$ cat src/rtl/dma_ci_sequencer_if.sv
// CI bus bundle for dma_ci_sequencer: CPU-facing custom-instruction port,
// the CI master port towards the DMA block, and the queue-drained irq.
interface dma_ci_sequencer_if;
    logic        start;
    logic [7:0]  ciN;
    logic [31:0] valueA;
    logic [31:0] valueB;
    logic        done;
    logic [31:0] result;
    logic        dmaStart;
    logic [31:0] dmaValueA;
    logic [31:0] dmaValueB;
    logic        dmaDone;
    logic [31:0] dmaResult;
    logic        irq;

    // slave = the sequencer; master = CPU plus DMA block around it
    modport slave (
        input  start, ciN, valueA, valueB, dmaDone, dmaResult,
        output done, result, dmaStart, dmaValueA, dmaValueB, irq
    );
    modport master (
        output start, ciN, valueA, valueB, dmaDone, dmaResult,
        input  done, result, dmaStart, dmaValueA, dmaValueB, irq
    );
endinterface

$ cat src/rtl/dma_ci_sequencer.sv
// Descriptor-queue sequencer: queues CPU-pushed DMA descriptors and programs/polls the
// DMA CI block one descriptor at a time. Optional queue-drained irq under DMA_SEQ_IRQ_EN.
module dma_ci_sequencer #(
    parameter logic [7:0] customId   = 8'h01,
    parameter int         DEPTH_LOG2 = 2,
    parameter int         POLL_GAP   = 4
) (
    input logic               clock,
    input logic               reset,
    dma_ci_sequencer_if.slave bus
);
    localparam int                DEPTH     = 1 << DEPTH_LOG2;
    localparam logic [DEPTH_LOG2:0] DEPTH_CNT = (DEPTH_LOG2 + 1)'(DEPTH);
    localparam int                GAP_W     = (POLL_GAP > 0) ? $clog2(POLL_GAP + 1) : 1;

    typedef struct packed {
        logic [31:0] busAddr;
        logic [8:0]  mem;
        logic [9:0]  size;
        logic [7:0]  burst;
        logic        dirIn;
    } desc_t;

    typedef enum logic [3:0] {
        IDLE, POP, WR_BUS, WR_MEM, WR_SIZE, WR_BURST, KICK, GAP, POLL, RETIRE
    } state_t;

    state_t                state, stateNext;
    desc_t [DEPTH-1:0]     fifoMem;
    logic [DEPTH_LOG2-1:0] wrPtr, rdPtr;
    logic [DEPTH_LOG2:0]   count;
    desc_t                 cur, pushDesc;
    logic [31:0]           stagedAddr, ciResult, accA, accB;
    logic [15:0]           doneCnt;
    logic [7:0]            errCnt;
    logic [GAP_W-1:0]      gapCnt;
    logic [2:0]            op;
    logic stickyErr, lastErr, issued, isAccess, launch, advance;
    logic accept, pushOk, pop, clear, full, fsmBusy;
    logic unusedBits;

    assign unusedBits = ^{bus.valueA[31:3], bus.valueB[31:28], bus.dmaResult[31:2]};

    assign accept   = bus.start && (bus.ciN == customId);
    assign op       = bus.valueA[2:0];
    assign full     = (count == DEPTH_CNT);
    assign fsmBusy  = (state != IDLE);
    assign pushDesc = {stagedAddr, bus.valueB[8:0], bus.valueB[18:9], bus.valueB[26:19], bus.valueB[27]};
    assign pushOk   = accept && (op == 3'd2) && !full && (pushDesc.size != '0);
    assign clear    = accept && (op == 3'd4);
    assign pop      = (state == IDLE) && (count != '0);

    always_comb begin
        ciResult = '0;
        case (op)
            3'd1:    ciResult = 32'd1;
            3'd2:    ciResult = {31'd0, pushOk};
            3'd3:    ciResult = {errCnt, doneCnt, 5'(count), stickyErr, fsmBusy, full};
            3'd4:    ciResult = 32'd1;
            default: ciResult = '0;
        endcase
    end

    always_ff @(posedge clock) begin
        if (reset) begin
            bus.done   <= 1'b0;
            bus.result <= '0;
            stagedAddr <= '0;
        end else begin
            bus.done   <= accept;
            bus.result <= accept ? ciResult : '0;
            if (accept && op == 3'd1) stagedAddr <= bus.valueB;
        end
    end

    // Full-check uses the pre-pop count, so a same-cycle pop never frees a slot early
    always_ff @(posedge clock) begin
        if (reset) begin
            wrPtr <= '0;
            rdPtr <= '0;
            count <= '0;
            cur   <= '0;
        end else begin
            if (pushOk) wrPtr <= wrPtr + 1'b1;
            if (pop) begin
                rdPtr <= rdPtr + 1'b1;
                cur   <= fifoMem[rdPtr];
            end
            count <= count + (DEPTH_LOG2 + 1)'(pushOk) - (DEPTH_LOG2 + 1)'(pop);
        end
    end

    always_ff @(posedge clock) begin
        if (pushOk) fifoMem[wrPtr] <= pushDesc;
    end

    always_ff @(posedge clock) begin
        if (reset) state <= IDLE;
        else       state <= stateNext;
    end

    // issued is high from the dmaStart cycle on, so same-cycle dmaDone is honoured
    assign advance = issued && bus.dmaDone;

    always_comb begin
        stateNext = state;
        case (state)
            IDLE:     if (count != '0) stateNext = POP;
            POP:      if (advance) stateNext = WR_BUS;
            WR_BUS:   if (advance) stateNext = WR_MEM;
            WR_MEM:   if (advance) stateNext = WR_SIZE;
            WR_SIZE:  if (advance) stateNext = WR_BURST;
            WR_BURST: if (advance) stateNext = KICK;
            KICK:     stateNext = GAP;
            GAP:      if (gapCnt == GAP_W'(POLL_GAP)) stateNext = POLL;
            POLL:     if (advance) stateNext = bus.dmaResult[0] ? GAP : RETIRE;
            RETIRE:   stateNext = IDLE;
            default:  stateNext = IDLE;
        endcase
    end

    always_comb begin
        isAccess = 1'b1;
        accA     = '0;
        accB     = '0;
        case (state)
            POP:      begin accA = 32'h600;  accB = cur.busAddr; end
            WR_BUS:   begin accA = 32'hA00;  accB = {23'd0, cur.mem}; end
            WR_MEM:   begin accA = 32'hE00;  accB = {22'd0, cur.size}; end
            WR_SIZE:  begin accA = 32'h1200; accB = {24'd0, cur.burst}; end
            WR_BURST: begin accA = 32'h1600; accB = cur.dirIn ? 32'd1 : 32'd2; end
            POLL:     begin accA = 32'h1400; accB = '0; end
            default:  isAccess = 1'b0;
        endcase
    end

    assign launch = isAccess && !issued;

    always_ff @(posedge clock) begin
        if (reset) begin
            bus.dmaStart  <= 1'b0;
            bus.dmaValueA <= '0;
            bus.dmaValueB <= '0;
            issued        <= 1'b0;
            gapCnt        <= '0;
            lastErr       <= 1'b0;
        end else begin
            bus.dmaStart <= launch;
            if (launch) begin
                bus.dmaValueA <= accA;
                bus.dmaValueB <= accB;
            end else if (state == IDLE) begin
                bus.dmaValueA <= '0;
                bus.dmaValueB <= '0;
            end
            if (stateNext != state) issued <= 1'b0;
            else if (launch)        issued <= 1'b1;
            gapCnt <= (state == GAP) ? gapCnt + 1'b1 : '0;
            if (state == POLL && advance) lastErr <= bus.dmaResult[1];
        end
    end

    always_ff @(posedge clock) begin
        if (reset || clear) begin
            doneCnt   <= '0;
            errCnt    <= '0;
            stickyErr <= 1'b0;
        end else if (state == RETIRE) begin
            doneCnt <= doneCnt + 1'b1;
            if (lastErr) begin
                if (errCnt != 8'hFF) errCnt <= errCnt + 1'b1;
                stickyErr <= 1'b1;
            end
        end
    end

`ifdef DMA_SEQ_IRQ_EN
    always_ff @(posedge clock) begin
        if (reset || clear)                     bus.irq <= 1'b0;
        else if (state == RETIRE && count == '0) bus.irq <= 1'b1;
    end
`else
    assign bus.irq = 1'b0;
`endif
endmodule

$ cat src/flat_wrapper.sv
// flat-port wrapper written by rule: the top's interface ports become plain ports
module dma_ci_sequencer_flat 
#(
    parameter logic [7:0] customId   = 8'h01,
    parameter int         DEPTH_LOG2 = 2,
    parameter int         POLL_GAP   = 4
)
  (clock, reset, bus_start, bus_ciN, bus_valueA, bus_valueB, bus_dmaDone, bus_dmaResult, bus_done, bus_result, bus_dmaStart, bus_dmaValueA, bus_dmaValueB, bus_irq);
  dma_ci_sequencer_if bus_i ();
  input logic clock;
  input logic reset;
  input wire logic [$bits(bus_i.start)-1:0] bus_start;
  input wire logic [$bits(bus_i.ciN)-1:0] bus_ciN;
  input wire logic [$bits(bus_i.valueA)-1:0] bus_valueA;
  input wire logic [$bits(bus_i.valueB)-1:0] bus_valueB;
  input wire logic [$bits(bus_i.dmaDone)-1:0] bus_dmaDone;
  input wire logic [$bits(bus_i.dmaResult)-1:0] bus_dmaResult;
  output wire logic [$bits(bus_i.done)-1:0] bus_done;
  output wire logic [$bits(bus_i.result)-1:0] bus_result;
  output wire logic [$bits(bus_i.dmaStart)-1:0] bus_dmaStart;
  output wire logic [$bits(bus_i.dmaValueA)-1:0] bus_dmaValueA;
  output wire logic [$bits(bus_i.dmaValueB)-1:0] bus_dmaValueB;
  output wire logic [$bits(bus_i.irq)-1:0] bus_irq;
  assign bus_i.start = bus_start;
  assign bus_i.ciN = bus_ciN;
  assign bus_i.valueA = bus_valueA;
  assign bus_i.valueB = bus_valueB;
  assign bus_i.dmaDone = bus_dmaDone;
  assign bus_i.dmaResult = bus_dmaResult;
  assign bus_done = bus_i.done;
  assign bus_result = bus_i.result;
  assign bus_dmaStart = bus_i.dmaStart;
  assign bus_dmaValueA = bus_i.dmaValueA;
  assign bus_dmaValueB = bus_i.dmaValueB;
  assign bus_irq = bus_i.irq;
  dma_ci_sequencer #(.customId(customId), .DEPTH_LOG2(DEPTH_LOG2), .POLL_GAP(POLL_GAP)) u_core (.clock(clock), .reset(reset), .bus(bus_i));
endmodule
$ cat config.mk
export PLATFORM = sky130hd
export DESIGN_NAME = dma_ci_sequencer_flat
export DESIGN_NICKNAME = d
export VERILOG_FILES = /design/src/rtl/dma_ci_sequencer_if.sv /design/src/rtl/dma_ci_sequencer.sv /design/src/flat_wrapper.sv
export SDC_FILE = /design/constraint.sdc
export NUM_CORES = 1
export LEC_CHECK = 0
export ABC_AREA = 1
export ABC_CLOCK_PERIOD_IN_PS = 3800
export CORE_MARGIN = 10
export CORE_UTILIZATION = 45
export DETAILED_ROUTE_END_ITERATION = 12
export DONT_BUFFER_PORTS = 1
export PLACE_DENSITY = 0.61
export SKIP_CTS_REPAIR_TIMING = 1
export SLEW_MARGIN = 30
export SYNTH_ARGS = -nofsm -noshare
export SYNTH_HDL_FRONTEND = slang
export SYNTH_SLANG_ARGS = --single-unit
$ cat constraint.sdc
create_clock -name clock -period 3.8 [get_ports clock]
set_input_delay 0.38 -clock clock [delete_from_list [all_inputs] [get_ports clock]]
set_output_delay 0.38 -clock clock [all_outputs]
set_load 0.05 [all_outputs]
==> flow_summary.ini, run 1 <==
[logic_synthesis]
syn-instance-count = 1701
postSynthAreaPerCell_um2 = 10.0
yosys.area_share.xor_xnor_pct = 0.412
synth_top_family_by_area = simple AND/OR/NAND/NOR gates
synth_mux_area_share_pct = 0
ys_ff_latch = 441
synth_fa_ha_area_share_pct = 0.853
seq_area_frac_synth_pct = 66.0
syn_area_um2 = 17000
synthDistinctLibCells = 34
synth_simple_gate_area_share_pct = 15.8
yosysWarnings = 0
synth_compound_area_share_pct = 11.4

[drt]
vias = 11900
via_per_inst = 5.29
drc = 0
routedWlPerCell_um = 18.7
drtPass1Iterations = 5
routed_wl_um = 42300
drt_iter0_drc = 1035
ant_nets = 0

[timing]
finalCriticalPeriod_ps = 2770
clock-skew-final_ps = 19.8
tightest_slew_ps = 996
min_period_over_period_pct = 72.9
setup_ws_ps = 1030
rsz0062_at_grt = no
finalSetupViolCount = 0
fmax_mhz = 361
max-slew-margin-rel_pct = 33.3
slew_viol_final = 0
finalSetupTns_ps = 0
timing_hold_violations_final = 0

[floorplan]
core_area_um2 = 37500
die_y_um = 215
rows = 71
die_w_um = 215
start_util_pct = 45.4
io_pins = 207
die_area_um2 = 46000

[clocking]
htreeDepth = 2
cts_buffer_depth = 3
cts_sinks = 441
root_buffer = clkbuf_16
cts_buffers = 46
path_clk_slew_ps = 60
insertion_delay_ps = 580
cts_tree = built

[critical_path]
worst_setup_path_end_kind = register
crit_path_start = u_core.state[2]
crit_path_max_fanout = 31
crit_slowest_cell = nand2_2
r2r_end = u_core.count[2]
max_stage_delay_ps = 550
crit_arrival_ps = 3220
critPathRequiredTime_ps = 4250
r2r_setup_slack_ps = 1030
crit_type = reg -> reg
crit_chain = nor2_1 > buf_4 > nand2_2 > nor2_4 > ha_1 > inv_1 > ha_1 > inv_1 > fa_1 > o21ai_0 > a21oi_1
r2r_cells = 11
cp-start-kind = register
cp-endpoint = u_core.count[2]
r2r-start = u_core.state[2]

[global_route]
gr-total-overflow = 0
antenna_found_initial = 5
grtUsageTotal_pct = 17.5
grt_pass1_vias = 11200
grt_max_degree = 125
grt_pass1_wl_um = 64000

[place]
placed_cell_area_um2 = 17500
hpwl_um = 24500
portBuffers = 0
globalplace.congestion = 0.879
pre_cts_ws_ps = 1110

[hold_path]
hold_path.class = in -> reg
hold_start = bus_valueB[31]

[final_layout]
areaGrowthSynthToFinish_pct = 13.2
final_core_util_pct = 51.4
layout-drive-gt1-share_pct = 6.48
multi_input_area_um2 = 5000
nets = 1826
ff_latch_area_um2 = 11200
fill_cells = 3377
final_area_um2 = 19300

[power_and_ir_drop]
leakagePower_nw = 6.57
internal_power_mw = 8.56
ir_worst_vdd_mv = 0.434
p_sw_mw = 4.09
power_density_nw_per_um2 = 656
p_comb_share_pct = 19.1
p_seq_share_pct = 46.6
power_switching_share_pct = 32.3
power.share.clock_pct = 34.3

[run]
maxCapViolations = 0

[status]
status = finished, final reports clean
-- metrics by stage --
stage | hold slack (ps) | power (mW) | instances
floorplan | 416 | 7.65 | 1731
global placement | 428 | 8.30 | 2138
detailed placement | 433 | 8.34 | 2138
CTS | -148 | 12.7 | 2223
global route | 5.65 | 13.2 | 2257
finish | 16.1 | 12.6 | 2257
-- power by group through the flow --
| stage | Clock [mW] | Sequential (mW) | Combinational, mW |
|---|---|---|---|
| floorplan | 0 | 5.74 | 1.91 |
| global placement | 0 | 5.98 | 2.32 |
| detailed placement | 0 | 5.99 | 2.35 |
| CTS | 4.41 | 5.89 | 2.36 |
| global route | 4.60 | 5.93 | 2.71 |
| finish | 4.34 | 5.89 | 2.41 |
-- synthesized netlist by cell type --
library cell	count	area share [%]
nor2_1	394	8.7
edfxtp_1	240	42
o21ai_0	228	6.7
dfxtp_1	201	24
nand2_1	174	3.8
inv_1	72	1.6
a21oi_1	70	2.1
nand3_1	66	1.9
a31oi_1	61	2.2
clkbuf_1	55	1.2
buf_4	37	1.6
buf_2	30	0.88
nand4_1	14	0.51
ha_1	10	0.73
xor2_1	7	0.36
nor2_2	6	0.22
nor3_1	6	0.18
buf_1	4	0.088
inv_2	4	0.088
o21ai_1	4	0.12
nor2_4	3	0.20
o211ai_1	2	0.088
o21bai_1	2	0.088
a21boi_0	1	0.044
and2_1	1	0.037
buf_6	1	0.066
conb_1	1	0.022
fa_1	1	0.12
nand2_4	1	0.066
nand3b_1	1	0.044
nor3b_1	1	0.044
nor4_1	1	0.037
o21ai_2	1	0.051
xnor2_1	1	0.051
-- per-layer routing --
layer / share of wire [%] / wire length, um / track usage (%) / vias to the layer above
li1: - / - / - / 5769
met1: 44 / 18500 / 22.9 / 5707
met2: 46 / 19500 / 27.9 / 390
met3: 7.6 / 3230 / 4.43 / 69
met4: 2.4 / 1030 / 5.67 / 2
met5: 0.031 / 13 / 0 / -
-- state kept, by name (all words and copies together), names as in the netlist --
register              count
u_core.bus.result        30
u_core.cur               60
u_core.state              4
u_core.stagedAddr        32
u_core.rdPtr              2
u_core.bus.dmaValueB     32
u_core.fifoMem          240
u_core.issued             1
u_core.doneCnt           16
u_core.bus.dmaValueA      4
u_core.count              3
u_core.bus.done           1
u_core.errCnt             8
u_core.wrPtr              2
u_core.bus.dmaStart       1
u_core.stickyErr          1
u_core.gapCnt             3
u_core.lastErr            1
-- worst max-delay path, delay by kind of cell, from the launching register on --
kind,cells,cell delay (ps)
buffers and inverters,3,310
adders and majority gates,3,810
DFF,1,510
AOI/OAI and AO/OA,2,260
and+or+nand+nor,3,740
-- cells by family (layout without fill, tap and decap cells) --
family / after synthesis / in the layout
XOR/XNOR: 8 / 8
other: 1 / 33
AO/OA/AOI/OAI: 369 / 369
flip-flops: 441 / 441
buffers and inverters: 203 / 216
AND/OR/NAND/NOR: 668 / 668
adder cells (fa/ha/maj): 11 / 11
-- how the worst min path moves through the flow --
stage / to / depth (start not counted) / slack (ps)
6_report: u_core.stagedAddr[31] / 2 / 20
3_3_place_gp: u_core.gapCnt[0] / 1 / 430
3_5_place_dp: u_core.bus.result[2] / 2 / 430
2_1_floorplan: u_core.bus.result[2] / 2 / 420
4_1_cts: u_core.bus.dmaValueA[11] / 1 / -150
5_1_grt: u_core.stagedAddr[31] / 2 / 6
-- cells in the final DEF, fill, tap and decap left out, types with 4 or more instances in the layout --
cell           instances
clkinv_2               8
nor3_1                 6
dfxtp_1              199
o21ai_1                4
edfxtp_1             240
nand2_1              172
nand4_1               14
a31oi_1               61
a21oi_1               70
conb_1                31
inv_2                  4
clkbuf_8               4
buf_4                 12
ha_1                  10
clkinv_1               7
nand3_1               65
buf_12                11
nor2_4                 7
o21ai_0              228
clkbuf_1              14
dlygate4sd3_1         31
clkbuf_16             47
xor2_1                 7
inv_1                 71
nor2_1               390
nor2_2                 6
-- area by class of cell --
cell class | instances | share of cell area, %
Inverter | 76 | 1.49
Clock buffer | 65 | 6.66
Antenna cell | 2 | 0.0260
Multi-Input combinational cell | 1087 | 26.0
Tap cell | 511 | 3.32
Clock inverter | 20 | 0.870
Timing Repair Buffer | 55 | 3.36
Sequential cell | 441 | 58.3
Note: power is estimated with default switching activity, not from simulation.
==> inputs of run 2 (changes only) <==
--- a/config.mk
+++ b/config.mk
@@ -6,7 +6,7 @@
 export NUM_CORES = 1
 export LEC_CHECK = 0
 export ABC_AREA = 1
-export ABC_CLOCK_PERIOD_IN_PS = 3800
+export ABC_CLOCK_PERIOD_IN_PS = 2500
 export CORE_MARGIN = 10
 export CORE_UTILIZATION = 45
 export DETAILED_ROUTE_END_ITERATION = 12
==> constraint.sdc (replaced) <==
create_clock -name clock -period 2.5 [get_ports clock]
set_input_delay 0.25 -clock clock [delete_from_list [all_inputs] [get_ports clock]]
set_output_delay 0.25 -clock clock [all_outputs]
set_load 0.05 [all_outputs]
==> flow_summary.ini, run 2 (synthesis gave the netlist of run 1 again) <==
[final_layout]
mostFrequentLayoutCell = nor2_1
layout_common_cells = nor2_1, edfxtp_1, o21ai_0
multi_input_area_um2 = 4990
regMostFlops = u_core.fifoMem
layout-drive-gt1-share_pct = 6.89
ff_latch_area_um2 = 11200
fill_cells = 3381
areaGrowthSynthToFinish_pct = 13.9
reg_top3 = u_core.fifoMem: 240 flops, u_core.cur: 60 flops
nets = 1839
largest_register_ff_count = 240

[drt]
routed_wl_um = 42500
routedWlPerCell_um = 18.7
via_per_inst = 5.30
drt_iter0_drc = 1065
vias = 12000
drtPass1Iterations = 5
drc = 0
ant_nets = 0

[clocking]
htreeDepth = 2
cts_sinks = 441
cts_tree = built
path_clk_slew_ps = 60
insertion_delay_ps = 570
cts_buffers = 46
cts_buffer_depth = 3
root_buffer = clkbuf_16

[timing]
setup_ws_ps = 450
slew_viol_final = 0
fmax_mhz = 488
tightest_slew_ps = 647
timing_hold_violations_final = 0
finalSetupViolCount = 0
clock-skew-final_ps = 15.5
min_period_over_period_pct = 82.0
rsz0062_at_grt = no
finalCriticalPeriod_ps = 2050
max-slew-margin-rel_pct = 56.9

[floorplan]
die_w_um = 215
start_util_pct = 45.4
die_area_um2 = 46000
io_pins = 207
core_area_um2 = 37500
die_y_um = 215
rows = 71

[critical_path]
critPathRequiredTime_ps = 3000
cp-start-kind = register
crit_chain = inv_1 > nor3_1 > nor2_1 > nand3_1 > buf_4 > inv_1 > ha_1 > inv_1 > fa_1 > nor2_1
crit_path_max_fanout = 8
worst_setup_path_end_kind = register
max_stage_delay_ps = 410
crit_slowest_cell = fa_1
crit_path_frequent_cell = inv_1
crit_arrival_ps = 2550
crit_type = reg -> reg

[global_route]
grt_pass1_vias = 11300
gr-total-overflow = 0
grtUsageTotal_pct = 17.7
grt_max_degree = 125
grt_pass1_wl_um = 64600
antenna_found_initial = 6

[power_and_ir_drop]
finalPower_mw = 19.6
power_density_nw_per_um2 = 1010
ir_worst_vdd_mv = 0.691
leakagePower_nw = 6.65

[hold_path]
hold_path.class = in -> reg

[run]
maxCapViolations = 0

[place]
portBuffers = 0
hpwl_um = 24000
pre_cts_ws_ps = 454
globalplace.congestion = 0.835

[status]
status = finished, final reports clean
run 2: where the power goes:
group / internal (mW) / switching [mW] / total (mW)
Clock: 4.08 / 2.73 / 6.81
Combinational: 1.08 / 2.72 / 3.80
Sequential: 8.20 / 0.745 / 8.95
Total: 13.4 / 6.19 / 19.6
run 2: area by class of cell:
cell class / count / area share (%)
Antenna cell: 5 / 0.0645
Sequential cell: 441 / 57.9
Inverter: 76 / 1.47
Tap cell: 511 / 3.30
Timing Repair Buffer: 68 / 3.68
Clock buffer: 73 / 7.09
Clock inverter: 12 / 0.729
Multi-Input combinational cell: 1087 / 25.7
run 2: final timing paths:
kind / from / to / slack (ps) / depth (start not counted)
worst max-delay path: u_core.count[2] / u_core.count[1] / 450 / 10
worst min-delay path: bus_ciN[4] / u_core.bus.result[0] / 8 / 5
worst max register to register: u_core.count[2] / u_core.count[1] / 450 / 10
worst min register to register: u_core.stickyErr / u_core.bus.result[2] / 430 / 2
run 2: critical path: cells and delay by family (launching register included):
kind	cells	cell delay, ps
AND/OR/NAND/NOR	4	620
adder cells (fa/ha/maj)	2	600
buffers and inverters	4	410
flip-flops	1	370
run 2: through the flow:
step / instance area, um^2 / hold WS [ps] / TNS [ps] / utilization [%] / instances
floorplan: 17100 / 349 / -100640 / - / 1731
global placement: 17500 / 328 / 0 / 46.6 / 2146
global route: 19400 / 27.9 / 0 / 51.7 / 2271
finish: 19400 / 7.57 / 0 / 51.7 / 2273
detailed placement: 17500 / 329 / 0 / 46.6 / 2146
CTS: 19000 / -285 / 0 / 50.7 / 2231
run 2: routing by layer:
| layer | vias to the layer above | part of all wire, % | track usage (%) |
|---|---|---|---|
| li1 | 5782 | - | - |
| met1 | 5813 | 44 | 22.9 |
| met2 | 379 | 45 | 27.4 |
| met3 | 70 | 7.8 | 5.30 |
| met4 | 4 | 2.7 | 6.64 |
| met5 | - | 0.049 | 0 |
==> inputs of run 3 (changes only) <==
--- a/config.mk
+++ b/config.mk
@@ -6,7 +6,7 @@
 export NUM_CORES = 1
 export LEC_CHECK = 0
 export ABC_AREA = 1
-export ABC_CLOCK_PERIOD_IN_PS = 2500
+export ABC_CLOCK_PERIOD_IN_PS = 1700
 export CORE_MARGIN = 10
 export CORE_UTILIZATION = 45
 export DETAILED_ROUTE_END_ITERATION = 12
==> constraint.sdc (replaced) <==
create_clock -name clock -period 1.7 [get_ports clock]
set_input_delay 0.17 -clock clock [delete_from_list [all_inputs] [get_ports clock]]
set_output_delay 0.17 -clock clock [all_outputs]
set_load 0.05 [all_outputs]
==> flow_summary.ini, run 3 (synthesis gave the netlist of run 1 again) <==
[status]
status = complete, but fails checks
failed_checks = negative hold slack, negative setup slack

[place]
hpwl_um = 26400
portBuffers = 0
globalplace.congestion = 0.825
pre_cts_ws_ps = -60.3

[global_route]
grt_max_degree = 73
grtUsageTotal_pct = 17.9
grt_pass1_wl_um = 65800
grt_pass1_vias = 11800
antenna_found_initial = 2
gr-total-overflow = 0

[final_layout]
multi_input_area_um2 = 5110
regMostFlops = u_core.fifoMem
mostFrequentLayoutCell = nor2_1
final_core_util_pct = 55.4
areaGrowthSynthToFinish_pct = 22.1
layout-drive-gt1-share_pct = 13.6
reg_top3 = u_core.fifoMem: 240 flops, u_core.cur: 60 flops
largest_register_ff_count = 240
fill_cells = 3261
ff_latch_area_um2 = 11200
nets = 1947
layout_common_cells = nor2_1, edfxtp_1, o21ai_0

[timing]
tightest_slew_ps = 512
timing.hold.ws_ps = -331
setup_ws_ps = -26.9
rsz0062_at_grt = yes
timing_hold_violations_final = 44
slew_viol_final = 0
finalSetupViolCount = 2
max-slew-margin-rel_pct = 65.8
fmax_mhz = 579
clock-skew-final_ps = 19.3
min_period_over_period_pct = 102
finalCriticalPeriod_ps = 1730

[clocking]
htreeDepth = 2
cts_buffer_depth = 3
cts_sinks = 441
cts_buffers = 46
insertion_delay_ps = 580
root_buffer = clkbuf_16
path_clk_slew_ps = 60
cts_tree = built

[critical_path]
max_stage_delay_ps = 500
crit_chain = nor2_4 > nand2_2 > nor2_4 > ha_4 > inv_2 > ha_4 > inv_2 > fa_2 > nor2_1
crit_path_max_fanout = 2
cp-start-kind = register
crit_type = reg -> reg
crit_slowest_cell = fa_2
critPathRequiredTime_ps = 2160
crit_buf_inv = 2
crit_arrival_ps = 2190
crit_family = adder cells
worst_setup_path_end_kind = register

[drt]
via_per_inst = 5.26
drtPass1Iterations = 6
routedWlPerCell_um = 18.8
drt_iter0_drc = 979
vias = 12500
routed_wl_um = 44700
ant_nets = 0
drc = 0

[power_and_ir_drop]
leakagePower_nw = 7.36
power_density_nw_per_um2 = 1430
ir_worst_vdd_mv = 0.828
finalPower_mw = 29.7

[floorplan]
rows = 71
core_area_um2 = 37500
io_pins = 207
start_util_pct = 45.4
die_y_um = 215
die_w_um = 215
die_area_um2 = 46000

[run]
maxCapViolations = 0

[hold_path]
hold_path.class = in -> reg
run 3: final timing paths:
| check | startpoint | endpoint | slack [ps] | cells after the start |
|---|---|---|---|---|
| max | u_core.state[0] | u_core.count[1] | -30 | 9 |
| max reg2reg | u_core.state[0] | u_core.count[1] | -30 | 9 |
| min reg2reg | u_core.stickyErr | u_core.bus.result[2] | 440 | 2 |
| min | reset | u_core.bus.dmaValueB[31] | -330 | 1 |
run 3: power by group:
part           switching, mW  internal, mW  total, mW  leakage, nW
Combinational           4.67          2.49       7.15         3.11
Sequential             0.825          12.1       12.9         3.53
Clock                   4.08          5.54       9.62        0.711
run 3: cell type report:
cell class / count / share of cell area [%]
flip-flops and latches: 441 / 54.1
repair buffers: 176 / 9.79
multi-input cells: 1087 / 24.6
clock inverters: 25 / 0.951
clock buffers: 61 / 6.06
well taps: 511 / 3.08
diodes: 1 / 0.0120
inverters: 76 / 1.38
run 3: through the flow:
stage	TNS (ps)	cell area, um^2	hold WS (ps)	instances
2_1_floorplan	-95210	17300	269	1731
3_3_place_gp	-302	18500	246	2232
3_5_place_dp	-1420	18500	249	2232
4_1_cts	-3420	19900	-357	2318
5_1_grt	-741	20800	-356	2378
6_report	-36.7	20800	-331	2378
run 3: worst register-to-register path: stages (launching register included):
cell,delay (ps)
dfxtp_4,350
nor2_4,110
nand2_2,90
nor2_4,120
ha_4,210
inv_2,60
ha_4,120
inv_2,30
fa_2,500
nor2_1,30
run 3: routing by layer:
layer	up-vias	wire length, um	GRT usage (%)
met5	-	7	0
met1	6009	19300	22.9
met2	424	20800	28.9
met3	79	3410	4.58
li1	6004	-	-
met4	2	1080	5.93
